<file path="src/rtl/cpu_pkg.sv">
// ============================================================================
// cpu_pkg : shared widths, reset defaults and IF/ID record for the MIPS core
// Revision: 1.0
// ============================================================================
`default_nettype none

package cpu_pkg;

    localparam int WORD_W     = 32;
    localparam int INSTR_W    = 32;
    localparam int IMM_W      = 16;

    localparam logic [WORD_W-1:0]  RESET_PC_DEFAULT  = 32'h0000_3000;
    localparam int                 IM_ADDR_W_DEFAULT = 10;

    localparam logic [INSTR_W-1:0] NOP_WORD    = 32'h0000_0000;
    localparam logic [WORD_W-1:0]  PC_STEP     = 32'd4;
    localparam logic [WORD_W-1:0]  LINK_OFFSET = 32'd8;

    typedef struct packed {
        logic [INSTR_W-1:0] instr;
        logic [WORD_W-1:0]  pc;
        logic               valid;
        logic               adel;
    } ifid_t;

    function automatic ifid_t make_bubble(input logic [WORD_W-1:0] pc);
        ifid_t e;
        e.instr = NOP_WORD;
        e.pc    = pc;
        e.valid = 1'b0;
        e.adel  = 1'b0;
        return e;
    endfunction

endpackage : cpu_pkg

`default_nettype wire

</file>
<file path="src/rtl/npc_sel.sv">
// ============================================================================
// npc_sel : next-PC mux plus instruction-memory offset and fetch-error check
// Revision: 1.0
// ============================================================================
`default_nettype none

module npc_sel
    import cpu_pkg::*;
#(
    parameter logic [WORD_W-1:0] RESET_PC  = RESET_PC_DEFAULT,
    parameter int                IM_ADDR_W = IM_ADDR_W_DEFAULT
) (
    input  logic [WORD_W-1:0]    pc_f,
    input  logic                 redirect_valid,
    input  logic [WORD_W-1:0]    redirect_pc,
    output logic [WORD_W-1:0]    npc,
    output logic [IM_ADDR_W-1:0] imem_addr,
    output logic                 fetch_err
);

    logic [WORD_W-1:0] w_off;
    logic              w_misaligned;
    logic              w_out_of_range;

    always_comb begin
        w_off          = pc_f - RESET_PC;
        w_misaligned   = (pc_f[1:0] != 2'b00);
        // Any offset bit at or above byte 4*2^IM_ADDR_W lies past the ROM.
        w_out_of_range = ((w_off >> (IM_ADDR_W + 2)) != '0);
        fetch_err      = w_misaligned | w_out_of_range;
        imem_addr      = w_off[IM_ADDR_W+1:2];
        npc            = redirect_valid ? redirect_pc : (pc_f + PC_STEP);
    end

endmodule : npc_sel

`default_nettype wire

</file>
<file path="src/rtl/if_id_fetch_stage.sv">
// ============================================================================
// if_id_fetch_stage : fetch PC register and IF/ID pipeline register
// Revision: 1.0
// ============================================================================
`default_nettype none

module if_id_fetch_stage
    import cpu_pkg::*;
#(
    parameter logic [WORD_W-1:0] RESET_PC  = RESET_PC_DEFAULT,
    parameter int                IM_ADDR_W = IM_ADDR_W_DEFAULT
) (
    input  logic                 clk,
    input  logic                 reset,
    input  logic                 stall,
    input  logic                 flush,
    input  logic                 redirect_valid,
    input  logic [WORD_W-1:0]    redirect_pc,
    output logic [IM_ADDR_W-1:0] imem_addr,
    input  logic [INSTR_W-1:0]   imem_rdata,
    output logic [WORD_W-1:0]    pc_f,
    output logic [INSTR_W-1:0]   instr_d,
    output logic [IMM_W-1:0]     imm16_d,
    output logic [WORD_W-1:0]    pc_d,
    output logic [WORD_W-1:0]    pc8_d,
    output logic                 valid_d,
    output logic                 adel_d
);

    logic [WORD_W-1:0] r_pc_f;
    ifid_t             r_ifid;
    ifid_t             w_fetched;
    logic [WORD_W-1:0] w_npc;
    logic              w_fetch_err;

    npc_sel #(
        .RESET_PC  (RESET_PC),
        .IM_ADDR_W (IM_ADDR_W)
    ) u_npc_sel (
        .pc_f           (r_pc_f),
        .redirect_valid (redirect_valid),
        .redirect_pc    (redirect_pc),
        .npc            (w_npc),
        .imem_addr      (imem_addr),
        .fetch_err      (w_fetch_err)
    );

    always_comb begin
        w_fetched.instr = w_fetch_err ? NOP_WORD : imem_rdata;
        w_fetched.pc    = r_pc_f;
        w_fetched.valid = 1'b1;
        w_fetched.adel  = w_fetch_err;
    end

    // Flush and stall act independently on the two registers: flush always
    // bubbles IF/ID, while stall alone decides whether the PC advances.
    always_ff @(posedge clk or negedge reset) begin
        if (!reset) begin
            r_pc_f <= RESET_PC;
            r_ifid <= make_bubble(RESET_PC);
        end else begin
            if (!stall) begin
                r_pc_f <= w_npc;
            end
            if (flush) begin
                r_ifid <= make_bubble(r_pc_f);
            end else if (!stall) begin
                r_ifid <= w_fetched;
            end
        end
    end

    assign pc_f    = r_pc_f;
    assign instr_d = r_ifid.instr;
    assign imm16_d = r_ifid.instr[IMM_W-1:0];
    assign pc_d    = r_ifid.pc;
    assign pc8_d   = r_ifid.pc + LINK_OFFSET;
    assign valid_d = r_ifid.valid;
    assign adel_d  = r_ifid.adel;

endmodule : if_id_fetch_stage

`default_nettype wire

</file>
<file path="config.mk">
export PLATFORM = sky130hd
export DESIGN_NAME = if_id_fetch_stage
export DESIGN_NICKNAME = d
export VERILOG_FILES = /design/src/rtl/cpu_pkg.sv /design/src/rtl/npc_sel.sv /design/src/rtl/if_id_fetch_stage.sv
export SDC_FILE = /design/constraint.sdc
export NUM_CORES = 1
export LEC_CHECK = 0
export ABC_AREA = 0
export CELL_PAD_IN_SITES_DETAIL_PLACEMENT = 1
export CELL_PAD_IN_SITES_GLOBAL_PLACEMENT = 1
export CORE_MARGIN = 2
export CORE_UTILIZATION = 29
export CTS_BUF_LIST = sky130_fd_sc_hd__clkbuf_4
export DETAILED_ROUTE_END_ITERATION = 7
export PLACE_DENSITY_LB_ADDON = 0.1
export REMOVE_ABC_BUFFERS = 1
export SLEW_MARGIN = 20
export SYNTH_ARGS = -nofsm -noshare
export SYNTH_HDL_FRONTEND = slang
export SYNTH_SLANG_ARGS = --single-unit
</file>
<file path="constraint.sdc">
create_clock -name clk -period 2 [get_ports clk]
set_input_delay 0.3 -clock clk [delete_from_list [all_inputs] [get_ports clk]]
set_output_delay 0.3 -clock clk [all_outputs]
set_load 0.005 [all_outputs]
</file>
Word level (Yosys, flattened, before mapping)
Index checks and enable logic that the tools add are counted.
W data, S select, Z words.
{"block": "op_classes", "n_addsub": 3, "n_reduce_logical": 2, "n_bitwise": 1, "n_mux": 4, "n_eq_ne": 1}
{"cell": "$mux W66", "count": 2}
{"cell": "$mux W32", "count": 2}
{"cell": "$add A32 B3 Y32 const B", "count": 1}
{"cell": "$add A32 B4 Y32 const B", "count": 1}
{"cell": "$reduce_bool A32 Y1", "count": 1}
{"cell": "$sub A32 B14 Y32 const B", "count": 1}
{"cell": "$ne A2 B1 Y1 const B", "count": 1}
{"cell": "$reduce_bool A2 Y1", "count": 1}
{"cell": "$or A1 B1 Y1", "count": 1}
{"block": "totals", "output_inout_bits": 156, "in_bits": 69, "reg_bits": 98}

Longest topological paths before layout
Gate-level depths: netlist (run 1).
{"block": "logic_depth", "word_depth": 6, "mapped_depth": 7}

Hierarchy
A second synthesis (run 1) with hierarchy kept.
{"block": "unflattened", "cells_unflattened": 495, "hier_area_um2": 5412.7}
{"mod": "if_id_fetch_stage", "cells_per_inst": 312, "area_per_inst_um2": 4269.1, "n_inst": 1, "seq_area_each_um2": 2457.4}
{"mod": "npc_sel", "cells_per_inst": 183, "area_per_inst_um2": 1143.6, "n_inst": 1, "seq_area_each_um2": 0.0}

Worst setup path after synthesis (run 1)
OpenSTA, ideal clock, no wires.
{"block": "synth_timing", "path_kind": "flip-flop to flip-flop", "start": "reg r_pc_f[7] (netlist: pc_f[7])", "end": "reg r_pc_f[23] (netlist: pc_f[23])", "period_less_slack_ps": 2184, "t_arrival_ps": 2058, "path_buffers": 2, "setup_slack_ps": -184, "setup_time_ps": 126, "stages_incl_launch_ff": 8, "t_required_ps": 1874, "cell_sequence": "dfrtp_1 -> buf_4 -> nand4_1 -> or4_1 -> clkbuf_1 -> nor4_2 -> mux2_2 -> a221o_1"}
{"block": "synth_via", "elab_chain_cells": 2}
{"element": "from (decl)", "line_no": "if_id_fetch_stage.sv:30", "rtl": "logic [WORD_W-1:0] r_pc_f;"}
{"element": "from (signal assigned)", "line_no": "if_id_fetch_stage.sv:63", "rtl": "r_pc_f <= w_npc;"}
{"element": "$add A32 B3 Y32", "line_no": "npc_sel.sv:32", "rtl": "npc = redirect_valid ? redirect_pc : (pc_f + PC_STEP);"}
{"element": "$mux W32", "line_no": "npc_sel.sv:32"}
No other way between the ends.
A chain may end at the register's enable or synchronous reset.

Worst setup path after layout (run 1)
{"block": "layout_timing", "start": "reg r_ifid, in the netlist pc_d[4]", "end": "out pc8_d[25]"}
{"block": "layout_via", "elab_chain_cells": 1}
{"element": "from (decl)", "line_no": "if_id_fetch_stage.sv:31", "rtl": "ifid_t r_ifid;"}
{"element": "from (signal assigned)", "line_no": "if_id_fetch_stage.sv:60", "rtl": "r_ifid <= make_bubble(RESET_PC);"}
{"element": "from (signal assigned)", "line_no": "if_id_fetch_stage.sv:66", "rtl": "r_ifid <= make_bubble(r_pc_f);"}
{"element": "from (signal assigned)", "line_no": "if_id_fetch_stage.sv:68", "rtl": "r_ifid <= w_fetched;"}
{"element": "$add A32 B4 Y32", "line_no": "if_id_fetch_stage.sv:77", "rtl": "assign pc8_d = r_ifid.pc + LINK_OFFSET;"}
{"element": "to (decl)", "line_no": "if_id_fetch_stage.sv:25", "rtl": "output logic [WORD_W-1:0] pc8_d,"}
No other way between the ends.

==> results of run 1 <==
cell families after synthesis:
kind of cell    synth area share
mux                       0.0664
flops                      0.469
buf+inv                   0.0853
xor+xnor                  0.0451
compound gates             0.163
simple gates               0.166
fa+ha+maj                0.00478
state kept, by name, indices dropped and copies added (netlist names):
register,flops
adel_d,1
instr_d,32
pc_d,32
pc_f,32
valid_d,1
routing by layer:
metal  routed length (um)  up-vias  share of wire  global-route usage
li1                     -     2444              -                   -
met1                 8860     2686           0.44               0.276
met2                 9980      175           0.49               0.342
met3                 1060       20          0.052              0.0346
met4                  340        0          0.017              0.0564
met5                    0        -              0                   0
critical path, delay by kind of cell (launching register included):
kind / cells / cell delay, ps
xor+xnor: 1 / 140
fa+ha+maj: 1 / 190
buf+inv: 3 / 400
flops: 1 / 400
simple gates: 3 / 890
Yosys cell counts, types with 2 or more instances:
cell and number:
nor3_1 9, nor2_1 29, o22a_1 8, clkbuf_8 2, buf_6 2, inv_1 13, mux2_2 30, a22oi_1 2
and4_1 5, xnor2_1 19, nand4_1 19, a21oi_1 27, a22o_1 32, buf_4 34, and4_4 2, a2bb2oi_1 7
nand2_1 39, o21ai_0 28, dfrtp_1 94, or3_1 4, nor3b_1 2, o311ai_0 2, clkbuf_1 21, nor4_2 3
a311oi_1 2, o32a_2 2, nor4_1 10, nor4b_1 2, nand3_1 20, a31oi_1 4, dfstp_2 4, and3_1 6
ha_1 2, xor2_1 8
timing repair:
item	in CTS	in global routing
buffers inserted	17	6
gates resized for setup	129	30
setup endpoints to repair	36	74
hold endpoints to repair	34	0
hold buffers	1	0
cloned	0	2
pin swaps	21	20
area by class of cell:
cell class                      instances  area share
Sequential cell                        98       0.285
Tap cell                              229      0.0332
Multi-Input combinational cell        342       0.299
Timing Repair Buffer                  339       0.358
Clock buffer                           12      0.0104
Inverter                               14     0.00638
Clock inverter                          4     0.00884
power breakdown:
group	switching, mW	internal, mW	leakage, nW
logic	0.895	1.19	2.32
registers	0.179	2.19	1.21
clock network	0.708	0.553	0.0877
total	1.78	3.93	3.62
cell usage in the layout (no fill, tap or decap), drive strengths merged, types with 4 or more instances in the layout:
cell           count
nand4             20
xor2               8
nor3               9
a31oi              4
nor2              29
dfrtp             94
a2bb2oi            7
and4               7
mux2              30
a21oi             27
o21ai             28
clkdlybuf4s50    190
buf              135
or3                5
nand2             39
nand3             21
dlygate4sd2        8
nor4              13
dfstp              4
clkbuf            14
o22a               8
xnor2             19
inv               14
a22o              32
and3               6
worst max-delay path by stage:
stage	slack, ps	start	cells past startpoint	endpoint
floorplan	-1370	stall	3	pc_d[0]$_DFFE_PN0P_
global placement	-660	pc_d[3]$_DFFE_PN0P_	7	pc8_d[29]
detailed placement	-730	pc_d[4]$_DFFE_PN0P_	7	pc8_d[27]
CTS	-750	pc_d[4]$_DFFE_PN0P_	8	pc8_d[29]
global route	-910	pc_d[4]$_DFFE_PN0P_	8	pc8_d[25]
finish	-790	pc_d[4]$_DFFE_PN0P_	8	pc8_d[25]
==> key figures, run 1 <==
Run status
  – Status: finished with violations
  – Failing checks: negative setup slack

Logic synthesis
  – Synth top area share: 0.449
  – Largest cells by area after synthesis: dfrtp_1 45%, mux2_2 6.4%, a22o_1 5.3%
  – Warnings from Yosys: 0
  – Count of cell types in the netlist: 56
  – Main synth FF type: dfrtp_1
  – Mean Syn Cell Area: a little over 10 um2
  – Post-synthesis cell count: 515
  – Synth area leader: dfrtp_1
  – EDFF count, synth: 0
  – Seq/Total Area, Yosys: 0.469
  – Post-synthesis register bit count: approximately 100
  – Area of the mapped netlist: about 5200 um2
  – Asr flop ratio synth: 1.00

Worst setup path
  – CP Cell Sequence: ha_2 -> and4_4 -> nand4_1 -> or3_4 -> buf_6 -> buf_6 -> xnor2_2 -> buf_2
  – Crit-path most repeated cell: buf_6
  – Reg-to-reg endpoint: pc_f[23]$_DFFE_PN0N_
  – Critical path type: flip-flop to output port
  – Max stage delay on crit path: roughly 480 ps
  – Crit path launch type: flip-flop
  – Flop2flop setup slack: around 50 ps
  – Slowest cell on crit path: or3_4
  – Reg2reg start: pc_f[9]$_DFFE_PN0N_
  – FF-to-FF path depth: 5
  – Crit Path Max Fanout: 3
  – Critical path data required time: around 1700 ps
  – Worst Path Arrival: ~2500 ps
  – Crit. End Element: output port

Floorplanning
  – Initial core utilization: 0.294
  – Core ar.: 17800 um2
  – Area of the die: between 15000 and 20000 um2
  – # IOs: 225
  – Die Wd: 138 um
  – Core Rows: just under 50
  – Die height: approximately 140 um

Clock network
  – CTS buffer count: 9
  – Clock Sinks: between 90 and 100
  – # H-tree levels: 3
  – CTS tree: yes
  – Worst-case clock buffer depth: 2
  – Clock Latency Late Sink: 480 ps
  – Worst-path clk slew: 170 ps
  – Root Driver: clkbuf_4

GRT
  – GRT Overall Usage: 0.205
  – Vias in the first global route: ~5600
  – First-pass GRT wire length: roughly 32000 um
  – Grt total ovfl: 0
  – Initial antenna violation count: 0
  – Largest net degree at the start of global routing: 45

STA
  – Max Slew Vio Count: 0
  – Min cycle time layout: 2790 ps
  – Final period util: 1.40
  – Max-slew headroom: 0.674
  – Setup violations, final: 24
  – Worst hold margin: ~150 ps
  – Setup tns final: -9790 ps
  – Tightest Pin Transition: 489 ps
  – FMAX: about 360 MHz
  – Unrepaired setup endpoints after global routing: yes
  – Skew final: between 20 and 30 ps
  – Final hold vios: 0
  – Worst setup margin: -790 ps

Layout
  – Share of cells above drive strength 1: 0.298
  – Register area: 2460 um2
  – Fin area: approximately 8600 um2
  – Synthesis-to-finish area growth: 64.8%
  – Fin cells: 1038
  – Antenna diodes: 0
  – Final nets: about 880
  – Filler Cells Inserted: around 2000
  – Area of the multi-input gates: ~2600 um2
  – Util after Layout: 0.484

Drt
  – DRT Pass-1 Iters: 4
  – Via/cell ratio: 5.13
  – WL/cell: slightly below 20 um
  – ANT nets after route: 0
  – Initial drt markers: about 190
  – WL final: approximately 20000 um
  – DRC Markers: 0
  – DR vias: ~5300

Hold path
  – Hold Crit Class: input port to flip-flop
  – HP Start: stall
  – Worst Hold Endpoint: valid_d$_DFFE_PN0P_
  – Worst hold stages: 2

Power and ir drop
  – Power Density: between 600 and 700 nW/um2
  – Static Leakage: about 3.6 nW
  – Design Power: 5.71 mW
  – Peak supply drop: approximately 280 uV

Placed design
  – DP Worst Slack: -728 ps
  – Detail Placement HPWL: about 15000 um
  – Inst Count DP: between 1000 and 1500
  – Routability cong.: 0.816
  – I/O Buffers: around 220
  – Placed cell areas: 8130 um2

Run
  – Total of max-cap violations: 0
Note: power is estimated with default switching activity, not from simulation.
==> run 2: changes to the inputs <==
CORE_MARGIN = not set   (was 2)
==> run 2 against run 1 <==
Net effect:
- the run still ends with negative setup slack left
- clock power hardly changed
- sequential share of layout area is 0.081 points higher
- core utilization is 0.84 points higher
- count of clock-buffer cells in the layout is 1 lower
- critical path depth stayed put
- via count is 0.68% higher
- fmax is 4.1% higher
- combinational power hardly changed
- critical path type unchanged
- global-route usage is 1.9 points higher
- clock skew is 10 ps lower
- design area is 0.33% lower
==> key figures, run 2 (same netlist as run 1, synthesis figures left out) <==
Power and ir drop
  – Power Density: 665 nW/um2 (+0.59%)
  – Static Leakage: 3.67 nW (+1.3%)
  – Design Power: 5.73 mW (+0.26%)
  – Peak supply drop: 390 uV (+41%)

STA
  – Final hold vios: 0 (unchanged)
  – Worst hold margin: 267 ps (+119 ps)
  – Max Slew Vio Count: 0 (unchanged)
  – Skew final: 16.5 ps (-10.2 ps)
  – Final period util: 1.34 (-0.0553)
  – Max-slew headroom: 0.670 (-0.00460)
  – Min cycle time layout: 2680 ps (-111 ps)
  – Tightest Pin Transition: 494 ps (+5.07 ps)
  – Worst setup margin: -680 ps (+111 ps)
  – Unrepaired setup endpoints after global routing: yes
  – FMAX: 373 MHz (+4.1%)
  – Setup tns final: -8900 ps (+898 ps)
  – Setup violations, final: 21 (-13%)

Placed design
  – DP Worst Slack: -672 ps (+55.9 ps)
  – I/O Buffers: 224 (unchanged)
  – Detail Placement HPWL: 15100 um (+0.31%)
  – Routability cong.: 0.804 (-1.5%)

Hold path
  – Hold Crit Class: input port to flip-flop

Layout
  – Share of cells above drive strength 1: 0.301 (+0.00298)
  – Final nets: 867 (-0.91%)
  – Most common cell after layout, fill and taps aside: clkdlybuf4s50_1
  – Synthesis-to-finish area growth: 64.3%
  – Commonest cells after routing, fill and taps aside: 183 x clkdlybuf4s50_1, 93 x dfrtp_1, 92 x buf_4
  – Util after Layout: 0.492 (+0.00844)

Run status
  – Status: finished with violations
  – Failing checks: negative setup slack

Worst setup path
  – Slowest cell on crit path: or3_4
  – Crit Path Max Fanout: 3 (unchanged)
  – Buf/Inv on CP: 2 (-1)
  – Max stage delay on crit path: 420 ps (-60 ps)
  – Top cell family by delay on the critical path: simple AND/OR/NAND/NOR gates
  – Critical path data required time: 1700 ps (about the same)
  – Critical path type: flip-flop to output port
  – Worst Path Arrival: 2380 ps (-110 ps)
  – Crit path launch type: flip-flop
  – CP Cell Sequence: ha_2 -> and4_4 -> nand4_1 -> or3_4 -> buf_6 -> nor2_4 -> xor2_1 -> buf_2
  – Crit. End Element: output port

Clock network
  – Worst-case clock buffer depth: 2 (unchanged)
  – Root Driver: clkbuf_4
  – CTS buffer count: 9 (unchanged)
  – Clock Latency Late Sink: 480 ps (about the same)
  – Worst-path clk slew: 160 ps (about the same)
  – Clock Sinks: 98 (unchanged)
  – # H-tree levels: 3 (unchanged)
  – CTS tree: yes

Floorplanning
  – Core ar.: 17500 um2 (-2.0%)
  – Area of the die: 18600 um2 (-2.9%)
  – # IOs: 225 (unchanged)
  – Die height: 136 um (-1.4%)
  – Core Rows: 48 (-2.0%)
  – Die Wd: 136 um (-1.4%)
  – Initial core utilization: 0.300 (+0.00612)

GRT
  – Grt met1 use: 0.283 (+0.00668)
  – Initial antenna violation count: 1 (+1)
  – GRT Overall Usage: 0.224 (+0.0187)
  – Global-route track usage on met2: 0.391 (+0.0485)
  – Grt total ovfl: 0 (unchanged)
  – M3 GR Usage: 0.0317 (-0.00295)
  – Largest net degree at the start of global routing: 52 (+16%)
  – Vias in the first global route: 5644 (+1.2%)
  – First-pass GRT wire length: 31600 um (+0.13%)
  – Busiest layer in global routing: met2

Drt
  – DRC Markers: 0 (unchanged)
  – Initial drt markers: 179 (-4.3%)
  – WL final: 20500 um (+1.4%)
  – DRT Pass-1 Iters: 4 (unchanged)
  – Via/cell ratio: 5.22 (+1.8%)
  – ANT nets after route: 0 (unchanged)
  – DR vias: 5361 (+0.68%)
  – WL/cell: 20.0 um (+2.5%)

Run
  – Total of max-cap violations: 0 (unchanged)
-- run 2: cell count changes in the layout (fill, tap and decap cells not counted), sizes merged --
cell / delta
clkbuf: -2
diode: +1
clkinv: +1
dlymetal6s2s: +4
buf: -2
clkdlybuf4s15: -1
clkdlybuf4s50: -7
dlygate4sd2: -1
-- run 2: final timing paths --
kind / endpoint / slack (ps) / start / cells after the start
setup reg to reg: pc_f[24]$_DFFE_PN0N_ / 10 / pc_f[12]$_DFFE_PN1N_ / 5
hold reg to reg: instr_d[22]$_DFFE_PN0P_ / 520 / instr_d[22]$_DFFE_PN0P_ / 1
min in group asynchronous: instr_d[9]$_DFFE_PN0P_ / 300 / reset / 2
max in group asynchronous: pc_f[12]$_DFFE_PN1N_ / 1010 / reset / 3
hold / removal: pc_f[19]$_DFFE_PN0N_ / 270 / redirect_valid / 3
setup / recovery: pc8_d[29] / -680 / pc_d[3]$_DFFE_PN0P_ / 8
-- run 2: layout make-up --
| type | instances | area, um2 |
|---|---|---|
| Inverter | 14 | 55.1 |
| Sequential cell | 98 | 2460 |
| Antenna cell | 1 | 2.50 |
| Multi-Input combinational cell | 342 | 2620 |
| Timing Repair Buffer | 331 | 3030 |
| Tap cell | 225 | 282 |
| Clock inverter | 5 | 80.1 |
| Clock buffer | 11 | 82.6 |
| Fill cell | 1947 | 8870 |
-- run 2: power by group --
| part | switching (mW) | total [mW] | internal [mW] |
|---|---|---|---|
| Clock | 0.703 | 1.24 | 0.534 |
| Sequential | 0.191 | 2.38 | 2.19 |
| Combinational | 0.919 | 2.11 | 1.19 |
| Total | 1.81 | 5.73 | 3.92 |
-- run 2: timing repair --
item / in CTS / in global routing
endpoints found under the hold margin: 32 / 0
resized for setup: 156 / 33
buffers inserted: 18 / 7
pin swaps: 28 / 20
hold buffers: 1 / 0
endpoints found under the setup margin: 46 / 42
-- run 2: layer usage --
layer	share of wire	wire, um
met5	0	0
met4	0.014	284
met3	0.056	1150
met1	0.43	8810
met2	0.50	10300
-- run 2: metrics by stage --
step	instances	cell area, um2
2_1_floorplan	454	4840
6_report	1027	8610
4_1_cts	1023	8470
3_5_place_dp	990	8100
5_1_grt	1027	8610
3_3_place_gp	990	8100
-- run 2: worst register-to-register path, stage by stage (launching register included) --
cell     delay (ps)
dfstp_2         580
buf_4           130
nand4_4         160
or3_4           420
or4b_1          480
o211a_1         130
==> run 3: changes to the inputs <==
CTS_CLUSTER_DIAMETER = 30   (was not set)
PLACE_DENSITY_LB_ADDON = 0.05   (was 0.1)
==> run 3 against run 2 <==
Net effect:
- the flow still finishes with violations (negative setup slack)
- largest cell class unchanged
- register-to-register slack got worse by 60 ps
- total power grew 2.0%
- critical endpoint is now pc8_d[25]
- global-route usage shrank 0.63 points
- worst hold slack got worse by 22 ps
- setup slack got worse by 46 ps
==> key figures, run 3 (same netlist as run 1, synthesis figures left out) <==
Power and ir drop
  – Peak supply drop: 355 uV (-8.9%)
  – Power Density: 669 nW/um2 (+0.50%)
  – Static Leakage: 3.75 nW (+2.1%)
  – Design Power: 5.84 mW (+2.0%)

STA
  – Max-slew headroom: 0.675 (+0.00555)
  – Min cycle time layout: 2730 ps (+46.4 ps)
  – Skew final: 25.9 ps (+9.43 ps)
  – Setup violations, final: 25 (+19%)
  – Max Slew Vio Count: 0 (unchanged)
  – FMAX: 367 MHz (-1.7%)
  – Final period util: 1.36 (+0.0232)
  – Tightest Pin Transition: 485 ps (-8.30 ps)
  – Worst setup margin: -726 ps (-46.4 ps)
  – Final hold vios: 0 (unchanged)
  – Unrepaired setup endpoints after global routing: yes

Drt
  – Via/cell ratio: 5.16 (-1.1%)
  – WL final: 20100 um (-2.1%)
  – Initial drt markers: 241 (+35%)
  – ANT nets after route: 0 (unchanged)
  – DRC Markers: 0 (unchanged)
  – DRT Pass-1 Iters: 4 (unchanged)
  – WL/cell: 19.3 um (-3.6%)
  – DR vias: 5387 (+0.48%)

Floorplanning
  – Area of the die: 18600 um2 (unchanged)
  – Core ar.: 17500 um2 (unchanged)
  – Die height: 136 um (unchanged)
  – Die Wd: 136 um (unchanged)
  – Initial core utilization: 0.300 (unchanged)
  – Core Rows: 48 (unchanged)
  – # IOs: 225 (unchanged)

GRT
  – Largest net degree at the start of global routing: 43 (-17%)
  – Initial antenna violation count: 1 (unchanged)
  – Vias in the first global route: 5631 (-0.23%)
  – Grt total ovfl: 0 (unchanged)
  – First-pass GRT wire length: 30800 um (-2.7%)
  – GRT Overall Usage: 0.218 (-0.00627)

Clock network
  – Root Driver: clkbuf_4
  – Clock Sinks: 98 (unchanged)
  – Clock Latency Late Sink: 490 ps (about the same)
  – CTS buffer count: 9 (unchanged)
  – Worst-case clock buffer depth: 2 (unchanged)
  – # H-tree levels: 3 (unchanged)
  – Worst-path clk slew: 170 ps (about the same)
  – CTS tree: yes

Layout
  – Register area: 2460 um2 (about the same)
  – Filler Cells Inserted: 1943 (-0.21%)
  – Most common cell after layout, fill and taps aside: clkdlybuf4s50_1
  – Synthesis-to-finish area growth: 66.7%
  – Commonest cells after routing, fill and taps aside: 182 x clkdlybuf4s50_1, 102 x buf_4, 94 x dfrtp_1
  – Area of the multi-input gates: 2590 um2 (-1.0%)
  – Share of cells above drive strength 1: 0.307 (+0.00635)
  – Final nets: 883 (+1.8%)
  – Util after Layout: 0.500 (+0.00730)

Worst setup path
  – Critical path type: flip-flop to output port
  – Crit Path Max Fanout: 3 (unchanged)
  – Crit. End Element: output port
  – Critical path data required time: 1700 ps (about the same)
  – Crit path launch type: flip-flop
  – Worst Path Arrival: 2430 ps (+50 ps)

Hold path
  – Hold Crit Class: input port to flip-flop

Run
  – Total of max-cap violations: 0 (unchanged)

Placed design
  – I/O Buffers: 224 (unchanged)
  – DP Worst Slack: -741 ps (-68.8 ps)
  – Routability cong.: 0.781 (-2.8%)
  – Detail Placement HPWL: 14800 um (-1.8%)

Run status
  – Failing checks: negative setup slack
  – Status: finished with violations
-- run 3: cell types whose count changed in the layout (fill, tap and decap cells not counted), moves of 2 or more --
cell,change
nor4_2,+2
dlygate4sd2_1,+2
nand2_1,-3
nor2_2,-2
nand2_2,+3
clkinv_2,+2
clkbuf_4,-2
nor2_1,+2
buf_6,+8
buf_2,-2
buf_4,+10
-- run 3: area by class of cell --
| class | count | area share |
|---|---|---|
| clock inverters | 7 | 0.0123 |
| multi-input cells | 342 | 0.297 |
| clock buffers | 9 | 0.00774 |
| flip-flops and latches | 98 | 0.281 |
| well taps | 225 | 0.0322 |
| diodes | 1 | 0.000287 |
| repair buffers | 347 | 0.363 |
| inverters | 14 | 0.00659 |
-- run 3: power by group --
| group | leakage, nW | internal [mW] | switching (mW) | total (mW) |
|---|---|---|---|---|
| logic | 2.44 | 1.22 | 0.927 | 2.14 |
| registers | 1.21 | 2.19 | 0.173 | 2.36 |
| clock network | 0.0948 | 0.621 | 0.715 | 1.34 |
| total | 3.75 | 4.03 | 1.82 | 5.84 |
-- run 3: per-layer routing --
layer,GRT usage,wire length (um),vias to the layer above
li1,-,-,2463
met1,0.281,8760,2708
met2,0.362,9770,192
met3,0.0377,1180,24
met4,0.0815,391,0
met5,0,0,-
-- run 3: critical path: stages, from the launching register on --
cell and delay, ps:
dfrtp_1 390, ha_2 190, and4_4 230, nand4_1 190
or3_4 400, buf_6 140, buf_6 110, xnor2_2 150
buf_2 150
-- run 3: what timing repair did --
| action | in CTS | in global routing |
|---|---|---|
| hold endpoints to repair | 32 | 0 |
| gates resized for setup | 145 | 37 |
| hold buffers | 1 | 0 |
| pin swaps | 33 | 20 |
| buffers inserted | 24 | 11 |
| endpoints found under the setup margin | 44 | 32 |
-- run 3: per-stage QoR --
stage	setup TNS [ps]	hold WS [ps]	std cells	instance area, um2
after floorplan	-82410	4.41	454	4840
after global placement	-7560	278	992	8100
after detailed placement	-8330	276	992	8100
after CTS	-10870	223	1031	8490
after global routing	-14270	235	1043	8730
final	-10610	245	1043	8730
-- run 3: path summary, 6_finish.rpt --
check / from / endpoint / slack (ps) / cells past startpoint
setup / recovery: pc_d[3]$_DFFE_PN0P_ / pc8_d[25] / -730 / 8
max in group asynchronous: reset / pc_d[31]$_DFFE_PN0P_ / 1000 / 3
setup reg to reg: pc_f[2]$_DFFE_PN0N_ / pc_f[23]$_DFFE_PN0N_ / -50 / 6
min in group asynchronous: reset / instr_d[9]$_DFFE_PN0P_ / 300 / 2
hold / removal: stall / pc_f[8]$_DFFE_PN0N_ / 240 / 3
hold reg to reg: instr_d[24]$_DFFE_PN0P_ / instr_d[24]$_DFFE_PN0P_ / 520 / 1
